--- config.mk ---
export PLATFORM = sky130hd
export DESIGN_NAME = node_xfer_buf_flat
export DESIGN_NICKNAME = d
export VERILOG_FILES = /design/src/rtl/node_xfer_buf_pkg.sv /design/src/rtl/node_xfer_buf_if.sv /design/src/rtl/node_xfer_fifo.sv /design/src/rtl/node_xfer_buf.sv /design/src/flat_wrapper.sv
export SDC_FILE = /design/constraint.sdc
export NUM_CORES = 1
export LEC_CHECK = 0
export BUFFER_PORTS_ARGS = -buffer_cell sky130_fd_sc_hd__buf_2
export CAP_MARGIN = 0
export CORE_MARGIN = 4
export CORE_UTILIZATION = 30
export DETAILED_ROUTE_END_ITERATION = 8
export HOLD_SLACK_MARGIN = 0.03
export SYNTH_ARGS = -nofsm -noshare
export SYNTH_HDL_FRONTEND = slang
export SYNTH_SLANG_ARGS = --single-unit
--- constraint.sdc ---
create_clock -name clk -period 8.5 [get_ports clk]
set_clock_uncertainty 0.15 [all_clocks]
set_input_delay 0.425 -clock clk [delete_from_list [all_inputs] [get_ports clk]]
set_output_delay 0.425 -clock clk [all_outputs]
set_load 0.05 [all_outputs]
--- src/rtl/node_xfer_buf_pkg.sv ---
// Shared constants, word type and FSM state encoding for the node ordering transfer buffer.
package node_xfer_buf_pkg;

  localparam int unsigned LANES    = 8;
  localparam int unsigned LANE_W   = 8;
  localparam int unsigned NODE_NUM = 4;

  typedef logic [LANES-1:0][LANE_W-1:0] ord_word_t;

  typedef enum logic [1:0] {IDLE, WR, RD_WAIT, RD} xfer_state_t;

  // The top bit of every lane is a flag that must never cross the buffer.
  function automatic ord_word_t clear_flags(input ord_word_t w);
    ord_word_t r;
    r = w;
    for (int i = 0; i < LANES; i++) r[i][LANE_W-1] = 1'b0;
    return r;
  endfunction

endpackage

--- src/rtl/node_xfer_buf_if.sv ---
// Host bus and replica pipeline signal bundle for node_xfer_buf.
interface node_xfer_buf_if #(
  parameter int unsigned DEPTH = 16
);
  import node_xfer_buf_pkg::*;

  localparam int unsigned CntW = $clog2(DEPTH);

  logic [CntW-1:0] ord_num;
  logic            wr_req;
  ord_word_t       wdata;
  logic            rd_req;
  logic            out_valid;
  ord_word_t       out_data;
  logic            ready;
  logic            rvalid;
  ord_word_t       rdata;
  logic            reg_valid;
  ord_word_t       reg_data;
  logic            shift_first;
  logic            shift_last;
  logic            ovf;

  modport master (
    output ord_num, wr_req, wdata, rd_req, out_valid, out_data,
    input  ready, rvalid, rdata, reg_valid, reg_data, shift_first, shift_last, ovf
  );

  modport slave (
    input  ord_num, wr_req, wdata, rd_req, out_valid, out_data,
    output ready, rvalid, rdata, reg_valid, reg_data, shift_first, shift_last, ovf
  );

endinterface

--- src/rtl/node_xfer_fifo.sv ---
// Read-path FIFO: first-word fall-through, flushable, drops pushes when full.
module node_xfer_fifo
  import node_xfer_buf_pkg::*;
#(
  parameter int unsigned DEPTH = 16
) (
  input  logic      clk,
  input  logic      reset,
  input  logic      flush,
  input  logic      push,
  input  ord_word_t wdata,
  input  logic      pop,
  output ord_word_t rdata,
  output logic      empty,
  output logic      full,
  output logic      ovf_pulse
);

  localparam int unsigned AW = $clog2(DEPTH);

  ord_word_t     mem_q [DEPTH];
  logic [AW:0]   wptr_q, rptr_q;
  logic          do_push, do_pop;

  assign empty = (wptr_q == rptr_q);
  assign full  = (wptr_q[AW] != rptr_q[AW]) && (wptr_q[AW-1:0] == rptr_q[AW-1:0]);

  // A pop frees the slot a simultaneous push needs, so full+pop+push still lands.
  assign do_pop    = pop && !empty && !flush;
  assign do_push   = push && !flush && (!full || do_pop);
  assign ovf_pulse = push && !flush && full && !do_pop;

  assign rdata = mem_q[rptr_q[AW-1:0]];

  always_ff @(posedge clk or posedge reset) begin
    if (reset) begin
      wptr_q <= '0;
      rptr_q <= '0;
    end else if (flush) begin
      wptr_q <= '0;
      rptr_q <= '0;
    end else begin
      if (do_push) wptr_q <= wptr_q + 1'b1;
      if (do_pop)  rptr_q <= rptr_q + 1'b1;
    end
  end

  always_ff @(posedge clk) begin
    if (do_push) mem_q[wptr_q[AW-1:0]] <= wdata;
  end

endmodule

--- src/rtl/node_xfer_buf.sv ---
// Bidirectional node ordering-word transfer buffer with exchange-shift strobes.
// Define NODE_XFER_LANE_REV_EN to reverse lane order on host reads.
module node_xfer_buf
  import node_xfer_buf_pkg::*;
#(
  parameter int unsigned DEPTH  = 16,
  parameter int unsigned WR_LAT = 3
) (
  input logic           clk,
  input logic           reset,
  node_xfer_buf_if.slave bus
);

  localparam int unsigned CntW  = $clog2(DEPTH);
  localparam int unsigned NodeW = (NODE_NUM > 1) ? $clog2(NODE_NUM) : 1;
  localparam logic [NodeW-1:0] LastNode = NodeW'(NODE_NUM - 1);

  xfer_state_t      state_q, state_d;
  logic [CntW-1:0]  cnt_q;
  logic [NodeW-1:0] node_q;
  logic             bubble_q;
  logic             shift_first_q, shift_last_q;
  logic             rvalid_q, ovf_q;
  ord_word_t        rdata_q;

  logic             ready, flush, wr_acc, rd_acc, beat, last_beat;
  logic             fifo_empty, fifo_ovf, unused_full;
  ord_word_t        fifo_rdata, host_word;

  logic [WR_LAT-1:0] dly_vld_q;
  ord_word_t         dly_data_q [WR_LAT];

  assign last_beat = (cnt_q == bus.ord_num);

  always_comb begin
    ready = 1'b0;
    unique case (state_q)
      IDLE, WR: ready = !bubble_q;
      RD:       ready = !fifo_empty;
      default:  ready = 1'b0;
    endcase
  end

  assign wr_acc = bus.wr_req && ready && (state_q inside {IDLE, WR});
  assign rd_acc = bus.rd_req && ready && (state_q == RD);
  assign beat   = wr_acc || rd_acc;

  always_comb begin
    state_d = state_q;
    flush   = 1'b0;
    unique case (state_q)
      IDLE: begin
        // A write request wins over a simultaneous read request.
        if (wr_acc) begin
          state_d = last_beat ? IDLE : WR;
        end else if (bus.rd_req) begin
          state_d = RD_WAIT;
          flush   = 1'b1;
        end
      end
      WR:      if (wr_acc && last_beat) state_d = IDLE;
      RD_WAIT: if (!fifo_empty || bus.out_valid) state_d = RD;
      RD:      if (rd_acc && last_beat) state_d = IDLE;
      default: state_d = IDLE;
    endcase
  end

  always_ff @(posedge clk or posedge reset) begin
    if (reset) begin
      state_q       <= IDLE;
      cnt_q         <= '0;
      node_q        <= '0;
      bubble_q      <= 1'b0;
      shift_first_q <= 1'b0;
      shift_last_q  <= 1'b0;
      rvalid_q      <= 1'b0;
      rdata_q       <= '0;
      ovf_q         <= 1'b0;
    end else begin
      state_q       <= state_d;
      bubble_q      <= wr_acc && (cnt_q == '0);
      shift_first_q <= beat && (cnt_q == '0);
      shift_last_q  <= beat && last_beat && (node_q == LastNode);
      rvalid_q      <= rd_acc;
      ovf_q         <= ovf_q || fifo_ovf;
      if (rd_acc) rdata_q <= clear_flags(host_word);
      if (beat) begin
        if (last_beat) begin
          cnt_q  <= '0;
          node_q <= (node_q == LastNode) ? '0 : node_q + 1'b1;
        end else begin
          cnt_q <= cnt_q + 1'b1;
        end
      end
    end
  end

  // Non-stalling delay line; bubbles travel as zero words with valid low.
  always_ff @(posedge clk or posedge reset) begin
    if (reset) begin
      dly_vld_q <= '0;
      for (int i = 0; i < WR_LAT; i++) dly_data_q[i] <= '0;
    end else begin
      dly_vld_q[0]  <= wr_acc;
      dly_data_q[0] <= wr_acc ? clear_flags(bus.wdata) : '0;
      for (int i = 1; i < WR_LAT; i++) begin
        dly_vld_q[i]  <= dly_vld_q[i-1];
        dly_data_q[i] <= dly_data_q[i-1];
      end
    end
  end

  node_xfer_fifo #(
    .DEPTH (DEPTH)
  ) u_fifo (
    .clk       (clk),
    .reset     (reset),
    .flush     (flush),
    .push      (bus.out_valid),
    .wdata     (bus.out_data),
    .pop       (rd_acc),
    .rdata     (fifo_rdata),
    .empty     (fifo_empty),
    .full      (unused_full),
    .ovf_pulse (fifo_ovf)
  );

`ifdef NODE_XFER_LANE_REV_EN
  always_comb begin
    for (int i = 0; i < LANES; i++) host_word[i] = fifo_rdata[LANES-1-i];
  end
`else
  assign host_word = fifo_rdata;
`endif

  assign bus.ready       = ready;
  assign bus.rvalid      = rvalid_q;
  assign bus.rdata       = rdata_q;
  assign bus.reg_valid   = dly_vld_q[WR_LAT-1];
  assign bus.reg_data    = dly_data_q[WR_LAT-1];
  assign bus.shift_first = shift_first_q;
  assign bus.shift_last  = shift_last_q;
  assign bus.ovf         = ovf_q;

endmodule

--- src/flat_wrapper.sv ---
// flat-port wrapper written by rule: the top's interface ports become plain ports
module node_xfer_buf_flat import node_xfer_buf_pkg::*;
#(
  parameter int unsigned DEPTH  = 16,
  parameter int unsigned WR_LAT = 3
)
  (clk, reset, bus_ord_num, bus_wr_req, bus_wdata, bus_rd_req, bus_out_valid, bus_out_data, bus_ready, bus_rvalid, bus_rdata, bus_reg_valid, bus_reg_data, bus_shift_first, bus_shift_last, bus_ovf);
  node_xfer_buf_if #(.DEPTH(DEPTH)) bus_i ();
  input logic clk;
  input logic reset;
  input wire logic [$bits(bus_i.ord_num)-1:0] bus_ord_num;
  input wire logic [$bits(bus_i.wr_req)-1:0] bus_wr_req;
  input wire logic [$bits(bus_i.wdata)-1:0] bus_wdata;
  input wire logic [$bits(bus_i.rd_req)-1:0] bus_rd_req;
  input wire logic [$bits(bus_i.out_valid)-1:0] bus_out_valid;
  input wire logic [$bits(bus_i.out_data)-1:0] bus_out_data;
  output wire logic [$bits(bus_i.ready)-1:0] bus_ready;
  output wire logic [$bits(bus_i.rvalid)-1:0] bus_rvalid;
  output wire logic [$bits(bus_i.rdata)-1:0] bus_rdata;
  output wire logic [$bits(bus_i.reg_valid)-1:0] bus_reg_valid;
  output wire logic [$bits(bus_i.reg_data)-1:0] bus_reg_data;
  output wire logic [$bits(bus_i.shift_first)-1:0] bus_shift_first;
  output wire logic [$bits(bus_i.shift_last)-1:0] bus_shift_last;
  output wire logic [$bits(bus_i.ovf)-1:0] bus_ovf;
  assign bus_i.ord_num = bus_ord_num;
  assign bus_i.wr_req = bus_wr_req;
  assign bus_i.wdata = bus_wdata;
  assign bus_i.rd_req = bus_rd_req;
  assign bus_i.out_valid = bus_out_valid;
  assign bus_i.out_data = bus_out_data;
  assign bus_ready = bus_i.ready;
  assign bus_rvalid = bus_i.rvalid;
  assign bus_rdata = bus_i.rdata;
  assign bus_reg_valid = bus_i.reg_valid;
  assign bus_reg_data = bus_i.reg_data;
  assign bus_shift_first = bus_i.shift_first;
  assign bus_shift_last = bus_i.shift_last;
  assign bus_ovf = bus_i.ovf;
  node_xfer_buf #(.DEPTH(DEPTH), .WR_LAT(WR_LAT)) u_core (.clk(clk), .reset(reset), .bus(bus_i));
endmodule
# After elaboration in Yosys (flattened, before gate mapping)
# Memories as Yosys holds them, arrays and structs flattened. A register that Yosys moved wholly into a read port is not among the register bits.
# Cells that the tools add are included.
[classes] div=0 n_bitwise=0 magnitude_cmp=0 n_mul=0 shifts=0 n_mux=20 n_reduce_logical=34 n_eq_ne=12 n_addsub=4
[op_table] operator="two-way mux 63 bit" count=1
[op_table] operator="two-way mux 5 bit" count=4
[op_table] operator="logical AND 1 bit" count=17
[op_table] operator="two-way mux 2 bit" count=6
[op_table] operator="adder 5 x 1 -> 5 bit, second input constant" count=2
[op_table] operator="== test 4 bit" count=2
[op_table] operator="one-hot mux 2 bit (4 select lines)" count=1
[op_table] operator="== test 2 bit, second input constant" count=3
[op_table] operator="two-way mux 1 bit" count=6
[op_table] operator="nonzero test 2 bit" count=3
[op_table] operator="== test 5 bit" count=1
[op_table] operator="zero test 1 bit" count=5
[op_table] operator="adder 4 x 1 -> 4 bit, second input constant" count=1
[op_table] operator="zero test 4 bit" count=1
[op_table] operator="logical OR 1 bit" count=4
[op_table] operator="two-way mux 4 bit" count=1
[op_table] operator="!= test 2 bit, second input constant" count=2
[op_table] operator="AND reduction 4 bit" count=1
[op_table] operator="!= test 3 x 2 -> 1 bit, second input constant" count=1
[op_table] operator="adder 2 x 1 -> 2 bit, second input constant" count=1
[op_table] operator="== test 2 x 1 -> 1 bit, second input constant" count=1
[op_table] operator="zero test 2 bit" count=1
[op_table] operator="!= test 2 x 1 -> 1 bit, second input constant" count=1
[op_table] operator="one-hot mux 1 bit (2 select lines)" count=1
[op_table] operator="other kinds (3)" count=3
[word_totals] regBits=218 mem_bits_ro=0 memories=1 wordCells=106 latch_bits=0 output_inout_bits=134 inputBits=137 ram_bits=1024
[memory_table] memory="u_core.u_fifo.mem_q" words=16 width=64 read_ports=1 rd_clocked_by_memory_dff=1 write_ports=1 line="node_xfer_fifo.sv:21" source="ord_word_t mem_q [DEPTH];"

# Logic depth before layout (Yosys ltp)
# Gate-level depths: netlist of run 1.
[depth] ltp_word=13 depth_mapped=9 mapped_depth_nobuf=6

# Hierarchy
# Synthesis of run 1 repeated with hierarchy kept, for this count alone.
[unflattened] cells_unflattened=2326 area_unflattened_um2=47613.2
[by_module_without_submodules] module="node_xfer_fifo" cells_per_inst=1719 area_per_inst_um2=39648.0 n_inst=1 seq_area_each_um2=30999.7
[by_module_without_submodules] module="node_xfer_buf" cells_per_inst=607 area_per_inst_um2=7965.1 n_inst=1 seq_area_each_um2=6005.8

# Least setup slack after synthesis of run 1
# No wires, ideal clock.
[synth_timing] path_type="reg-to-reg" startpoint="register u_core.u_fifo.rptr_q[1]" endpoint="memory u_core.u_fifo.mem_q[3][0] (netlist name), enable pin" required_time_ns=7.811 path_slack_ns=2.888 arrival_time_ns=4.922 path_buffers=1 stages_incl_launch_ff=6 cell_sequence="dfrtp_1 buf_6 xnor2_1 nand4_2 o2111ai_1 nor3_1"
[synth_between] elab_chain_cells=13 elab_cells_between_ends=20
[synth_lines] item="start: declaration" line="node_xfer_fifo.sv:22" source="logic [AW:0] wptr_q, rptr_q;"
[synth_lines] item="start signal: assignment" line="node_xfer_fifo.sv:44" source="if (do_pop) rptr_q <= rptr_q + 1'b1;"
[synth_lines] item="== test 5 bit" line="node_xfer_fifo.sv:25" source="assign empty = (wptr_q == rptr_q);"
[synth_lines] item="zero test 1 bit" line="node_xfer_fifo.sv:29, node_xfer_buf.sv:39"
[synth_lines] item="one-hot mux 1 bit (2 select lines)" line="node_xfer_buf.sv:37" source="unique case (state_q)"
[synth_lines] item="logical AND 1 bit (2 in a row)" line="node_xfer_buf.sv:44" source="assign wr_acc = bus.wr_req && ready && (state_q inside {IDLE, WR});"
[synth_lines] item="two-way mux 1 bit" line="node_xfer_buf.sv:54" source="if (wr_acc) begin"
[synth_lines] item="two-way mux 1 bit" line="node_xfer_buf.sv:51" source="unique case (state_q)"
[synth_lines] item="zero test 1 bit" line="node_xfer_fifo.sv:29, node_xfer_fifo.sv:30"
[synth_lines] item="logical AND 1 bit" line="node_xfer_fifo.sv:29" source="assign do_pop = pop && !empty && !flush;"
[synth_lines] item="logical OR 1 bit" line="node_xfer_fifo.sv:30" source="assign do_push = push && !flush && (!full || do_pop);"
[synth_lines] item="logical AND 1 bit (*)" line="node_xfer_fifo.sv:30"
[synth_lines] item="two-way mux 1 bit (*)" line="node_xfer_fifo.sv:49" source="if (do_push) mem_q[wptr_q[AW-1:0]] <= wdata;"
[synth_lines] item="two-way mux 1 bit (not written as such) (*)" line="node_xfer_fifo.sv:49"
[synth_lines] item="end: declaration" line="node_xfer_fifo.sv:21"
# Every way passes the cells marked *; elsewhere a longest branch is shown, timed or not.

# Final worst setup path of run 1
[layout_timing] startpoint="register u_core.u_fifo.rptr_q[3]" endpoint="memory u_core.u_fifo.mem_q[15][1] (netlist name), enable pin"
# Same word-level chain as after synthesis.

==> results of run 1 <==
==> worst max-delay path: cells and delay by family (launching register included) <==
kind	cells	cell delay (ns)
flops	1	1.07
xor+xnor	1	0.23
buf+inv	1	0.78
simple gates	2	1.05
compound gates	1	0.44
==> worst paths after layout <==
kind | end | depth (start not counted)
worst max-delay path | u_core.u_fifo.mem_q[15][1] | 5
worst min-delay path | u_core.dly_data_q[75] | 0
worst max register to register | u_core.u_fifo.mem_q[15][1] | 5
worst min register to register | u_core.dly_data_q[75] | 0
max in group asynchronous | u_core.bus.rvalid | 4
min in group asynchronous | u_core.dly_data_q[123] | 3
==> layer usage <==
| metal | vias up | part of all wire, % | track usage [%] |
|---|---|---|---|
| li1 | 9325 | - | - |
| met1 | 11000 | 43 | 17.5 |
| met2 | 544 | 49 | 21.6 |
| met3 | 142 | 5.4 | 2.54 |
| met4 | 8 | 2.3 | 3.92 |
| met5 | - | 0.042 | 0 |
==> final cells by class <==
cell class | count | share of cell area (%)
Multi-Input combinational cell | 866 | 17.0
Clock inverter | 48 | 1.14
Timing Repair Buffer | 387 | 5.20
Clock buffer | 170 | 6.47
Tap cell | 1890 | 4.67
Sequential cell | 1146 | 65.4
Antenna cell | 5 | 0.0247
Inverter | 10 | 0.0889
==> sequential cells by signal (all words and copies together) (netlist names) <==
signal and flops:
u_core.bus.shift_first 1, u_core.u_fifo.rptr_q 5, u_core.bus.reg_data 56, u_core.bubble_q 1, u_core.state_q 2, u_core.bus.ovf 1
u_core.bus.rdata 56, u_core.cnt_q 4, u_core.bus.rvalid 1, u_core.u_fifo.mem_q 896, u_core.u_fifo.wptr_q 5, u_core.dly_data_q 112
u_core.bus.shift_last 1, u_core.dly_vld_q 3, u_core.node_q 2
==> cells in the final DEF (no fill, tap or decap), types with 30 or more instances in the layout <==
| cell type | n |
|---|---|
| buf_4 | 30 |
| a221oi_1 | 56 |
| dfrtp_1 | 246 |
| edfxtp_1 | 896 |
| and3_1 | 59 |
| mux4_2 | 112 |
| a22oi_1 | 112 |
| nor2_1 | 69 |
| clkbuf_1 | 37 |
| a21oi_1 | 59 |
| mux2_2 | 56 |
| mux2i_1 | 228 |
| dlygate4sd3_1 | 116 |
| clkbuf_16 | 117 |
| buf_2 | 238 |
==> metrics by stage <==
stage	util [%]	setup slack [ns]	hold WS [ns]	power [mW]	std cells
floorplan	-	1.05	0.181	10.4	2219
global placement	32.2	4.10	0.181	11.7	4183
detailed placement	32.2	4.08	0.185	11.7	4183
CTS	35.8	4.24	0.165	16.9	4517
global route	35.8	4.08	0.186	17.4	4519
finish	35.8	4.34	0.178	16.6	4522
==> power breakdown <==
| part | internal (mW) | leakage [nW] | total, mW | switching [mW] |
|---|---|---|---|---|
| logic | 1.60 | 4.67 | 4.39 | 2.79 |
| clock network | 2.98 | 1.87 | 5.10 | 2.12 |
| registers | 6.76 | 11.3 | 7.15 | 0.382 |
| total | 11.3 | 17.8 | 16.6 | 5.29 |
==> logic make-up (layout without fill, tap and decap cells) <==
family,count (synthesis),after routing,share of synthesized area [%]
compound gates,249,249,4.21
mux,398,398,12.8
simple gates,184,184,2.24
other cells,1,21,0.00877
buf+inv,207,615,2.75
flops,1146,1146,77.6
xor+xnor,11,11,0.225
fa+ha+maj,8,8,0.234
==> metrics.txt, run 1 <==
post-route ant nets=0; Setup Crit Path Kind=reg -> reg; critical path, cell by cell=xnor2_1, nand4_2, o2111ai_1, nor2_4, buf_4; top post-synthesis cells by area=edfxtp_1 63%, dfrtp_1 15%, mux4_2 5.9%; Slew HR=24.5%; layout cells sized above 1=24.4%; die area=0.149 mm2; multi-input logic area=0.00860 mm2; Slew Limit Fails=0; Peak Freq=0.241 GHz; IO Pins=271; drt first pass iters=5; CP max stage cell=dfrtp_4; RSZ-0062 raised after global routing=false; FP Rows=138; Data arrival, critical path=4.33 ns; pwr dens=328 mW/mm2; Area after DPL=0.0457 mm2; core footprint=0.142 mm2; Worst path max stage delay=1.07 ns; Main synth FF type=edfxtp_1; vias in the first global route=21.7k; DRC viols=0; Post-synth top cells=896 x edfxtp_1, 250 x dfrtp_1, 228 x mux2i_1; initial core utilization=30.2%; Sink Count=1146; per-cell routed wire length=21.8 um; TritonCTS clock tree=done; run status=finished clean; Gate Count Post-Synth=2204; count leader, synth=edfxtp_1; Die Ht=386 um; Syn Area/Cell=19.4 um2; Clock transition at path regs=0.06 ns; Resized cells post-CTS=0; static leakage=17.8 nW; Synth cell types=49; Hold Crit Class=reg -> reg; WP data required=8.67 ns; largest net degree at the start of global routing=135; grt ovf=0; flop2flop setup slack=4.34 ns; Critical Path Start=u_core.u_fifo.rptr_q[3]; CTS Buffer Depth=3; reg2reg start=u_core.u_fifo.rptr_q[3]; Hold Vio Cnt, Final=0; Mapped Area=0.0428 mm2; Reg area=0.0332 mm2; Skew-Pair Late Insertion Delay=0.71 ns; CTS Buf Count=116; fin crit share=48.9%; Worst setup SP type=flip-flop; CP max FO=65; Synth area leader=edfxtp_1; routability cong.=0.685; Post-synth EDFFs=896; CTS Root Cell=clkbuf_16; setup_tns=0 ns; cts-stage hold buffer count=116; # Post-CTS Setup Buffers=0; DP HPWL=51.9 mm; Fillers=13.2k; MaxCap Viol Count=0; Die Wd=386 um; Seq cells post-synth=1146; DR vias/cell=4.64; pin slew with the least headroom to its limit=1.13 ns; first-pass GRT wire length=145 mm; gr usage total=13.1%; hold path startpoint=u_core.dly_data_q[139]; initial antenna violation count=13; CTS H-Tree Depth=3; Synth top area share=62.9%; initial detailed-routing violation count=1816; Post-synth ARST share=21.8%; Final setup viols=0; Final min period=4.16 ns; YS warnings=0; design area=0.0507 mm2; Port-buffer cells=238; total number of vias=21.0k; Area growth, synth to finish=18.6%; Worst setup EP type=flip-flop; register area share after synthesis=77.6%; WL final=98.5 mm; Peak VDD IR=0.238 mV; nets=2672
(Power assumes the default switching activity.)
==> inputs of run 2 (changes only) <==
Clock period 8.5 ns to 4.01 ns, I/O delays scaled along.
==> run 2 against run 1 <==
  * Clock power is 110% higher
  * Utilization grew 0.76 points
  * Sequential share of layout area is 1.4 points lower
  * Wire length is 0.98% higher
  * First-iteration DRC count shrank 22%
  * Critical path depth rose by 1
  * Count of clock-buffer cells in the layout down 12
==> metrics.txt, run 2 (synthesized netlist as in run 1, its figures left out) <==
run status=finished clean; Worst path max stage delay=0.63 ns (-0.44 ns); static leakage=18.4 nW (+3.2%); Slew Limit Fails=0 (unchanged); Hold Crit Class=in -> reg; Peak VDD IR=0.426 mV (+79%); vias in the first global route=21.9k (+0.77%); Gate power share=27.9% (+1.5 points); WL final=99.4 mm (+0.98%); pin slew with the least headroom to its limit=1.08 ns (-0.0487 ns); RSZ-0062 raised after global routing=false; Die Wd=386 um (unchanged); DP HPWL=55.3 mm (+6.7%); net switching power=11.3 mW (+110%); DR vias/cell=4.60 (-0.90%); fin crit share=76.0% (+27 points); initial antenna violation count=9 (-4); pwr dens=688 mW/mm2 (+110%); initial core utilization=30.2% (unchanged); Die Ht=386 um (unchanged); total number of vias=21.2k (+0.96%); Setup Crit Path Kind=reg -> reg; most frequent cells in the layout=896 x edfxtp_1, 246 x dfrtp_1, 238 x buf_2, 228 x mux2i_1, 176 x dlygate4sd3_1; final core occ=36.6% (+0.76 points); die area=0.149 mm2 (unchanged); Skew-Pair Late Insertion Delay=0.72 ns (about the same); DRC viols=0 (unchanged); Clock transition at path regs=0.06 ns (about the same); Area growth, synth to finish=21.1%; sequential share of power=41.9% (-1.1 points); post-route ant nets=0 (unchanged); CTS Root Cell=clkbuf_16; IO Pins=271 (unchanged); max reg flops=896 (unchanged); CTS Buffer Depth=3 (unchanged); critical path, cell by cell=xnor2_1, nand4_2, o2111ai_1, buf_4, nor3_4, buf_12; Final setup viols=0 (unchanged); Final min period=3.05 ns (-1.11 ns); Clk pwr share=30.2% (-0.5 points); FP Rows=138 (unchanged); nets=2759 (+3.3%); drt first pass iters=5 (unchanged); initial detailed-routing violation count=1415 (-22%); Port-buffer cells=238 (unchanged); Worst setup EP type=flip-flop; WP data required=4.22 ns (-4.45 ns); TritonCTS clock tree=done; per-cell routed wire length=21.6 um (-0.88%); net switching fraction of the power=31.9% (+0.088 points); grt ovf=0 (unchanged); Sink Count=1146 (unchanged); routability cong.=0.691 (+0.89%); Data arrival, critical path=3.26 ns (-1.07 ns); CTS Buf Count=118 (+1.7%); Worst setup SP type=flip-flop; Slew HR=27.8% (+3.2 points); CTS H-Tree Depth=3 (unchanged); gr usage total=13.2% (+0.13 points); most common cell after layout, fill and taps aside=edfxtp_1; MaxCap Viol Count=0 (unchanged); core footprint=0.142 mm2 (unchanged); layout cells sized above 1=24.7% (+0.34 points); setup_tns=0 ns (unchanged); Peak Freq=0.328 GHz (+36%); Hold Vio Cnt, Final=0 (unchanged); Power Internal=24.2 mW (+110%); first-pass GRT wire length=146 mm (+0.98%); CP max FO=23 (-65%); CP max stage cell=nor3_4; largest net degree at the start of global routing=105 (-22%)
## run 2: changes by cell type in the layout (fill, tap and decap cells not counted), sizes merged
cell         previous run  this run
dlygate4sd3           116       176
buf                   271       296
clkbuf                170       158
bufinv                 10         7
inv                    17        15
clkinv                 26        43
## run 2: path summary, 6_finish.rpt
| kind | start | to | slack, ns | cells after the start |
|---|---|---|---|---|
| max | u_core.u_fifo.rptr_q[2] | u_core.u_fifo.mem_q[3][58] | 0.96 | 6 |
| min | bus_ord_num[2] | u_core.state_q[0] | 0.14 | 6 |
| max reg2reg | u_core.u_fifo.rptr_q[2] | u_core.u_fifo.mem_q[3][58] | 0.96 | 6 |
| min reg2reg | u_core.dly_data_q[164] | u_core.dly_data_q[100] | 0.19 | 0 |
| max in group asynchronous | reset | u_core.dly_data_q[66] | 2.06 | 5 |
| min in group asynchronous | reset | u_core.dly_data_q[94] | 0.56 | 4 |
## run 2: critical path, delay by kind of cell, from the launching register on
family                    cells  cell delay, ns
and+or+nand+nor               2            0.84
DFF                           1            0.61
buffers and inverters         2            0.56
AOI/OAI and AO/OA             1            0.29
xor gates and xnor gates      1            0.20
## run 2: area by class of cell
class | count | area (um2)
Antenna cell | 5 | 12.5
Clock buffer | 158 | 3300
Clock inverter | 60 | 541
Fill cell | 13100 | 89800
Inverter | 10 | 41.3
Multi-Input combinational cell | 866 | 8600
Sequential cell | 1146 | 33200
Tap cell | 1890 | 2360
Timing Repair Buffer | 472 | 3730
## run 2: per-stage QoR
step                      power, mW  setup slack (ns)  std cells  hold slack (ns)  area, um2
after floorplan                22.0            0.0736       2219            0.149      42800
after global placement         24.9             0.981       4208            0.144      46200
after detailed placement       25.0             0.934       4208            0.155      46200
after CTS                      36.1             0.860       4602           0.0632      51700
after global routing           37.3             0.684       4603            0.132      51800
final                          35.6             0.962       4607            0.136      51800
## run 2: power groups by stage
stage | combinational (mW) | sequential, mW | clock, mW
finish | 9.93 | 14.9 | 10.7
global route | 10.7 | 15.1 | 11.6
CTS | 10.1 | 14.9 | 11.0
detailed placement | 9.85 | 15.2 | 0
global placement | 9.80 | 15.1 | 0
floorplan | 6.12 | 15.9 | 0
## run 2: routing by layer
metal / global-route usage [%] / share of wire, %
met5: 0 / 0.041
met1: 17.8 / 44
met2: 21.9 / 49
met4: 3.77 / 2.1
met3: 2.36 / 5.1
## run 2: what timing repair did
item,CTS,global route
buffers inserted,0,0
setup endpoints to repair,0,0
hold buffers,176,0
hold endpoints to repair,1216,0
resized for setup,0,0
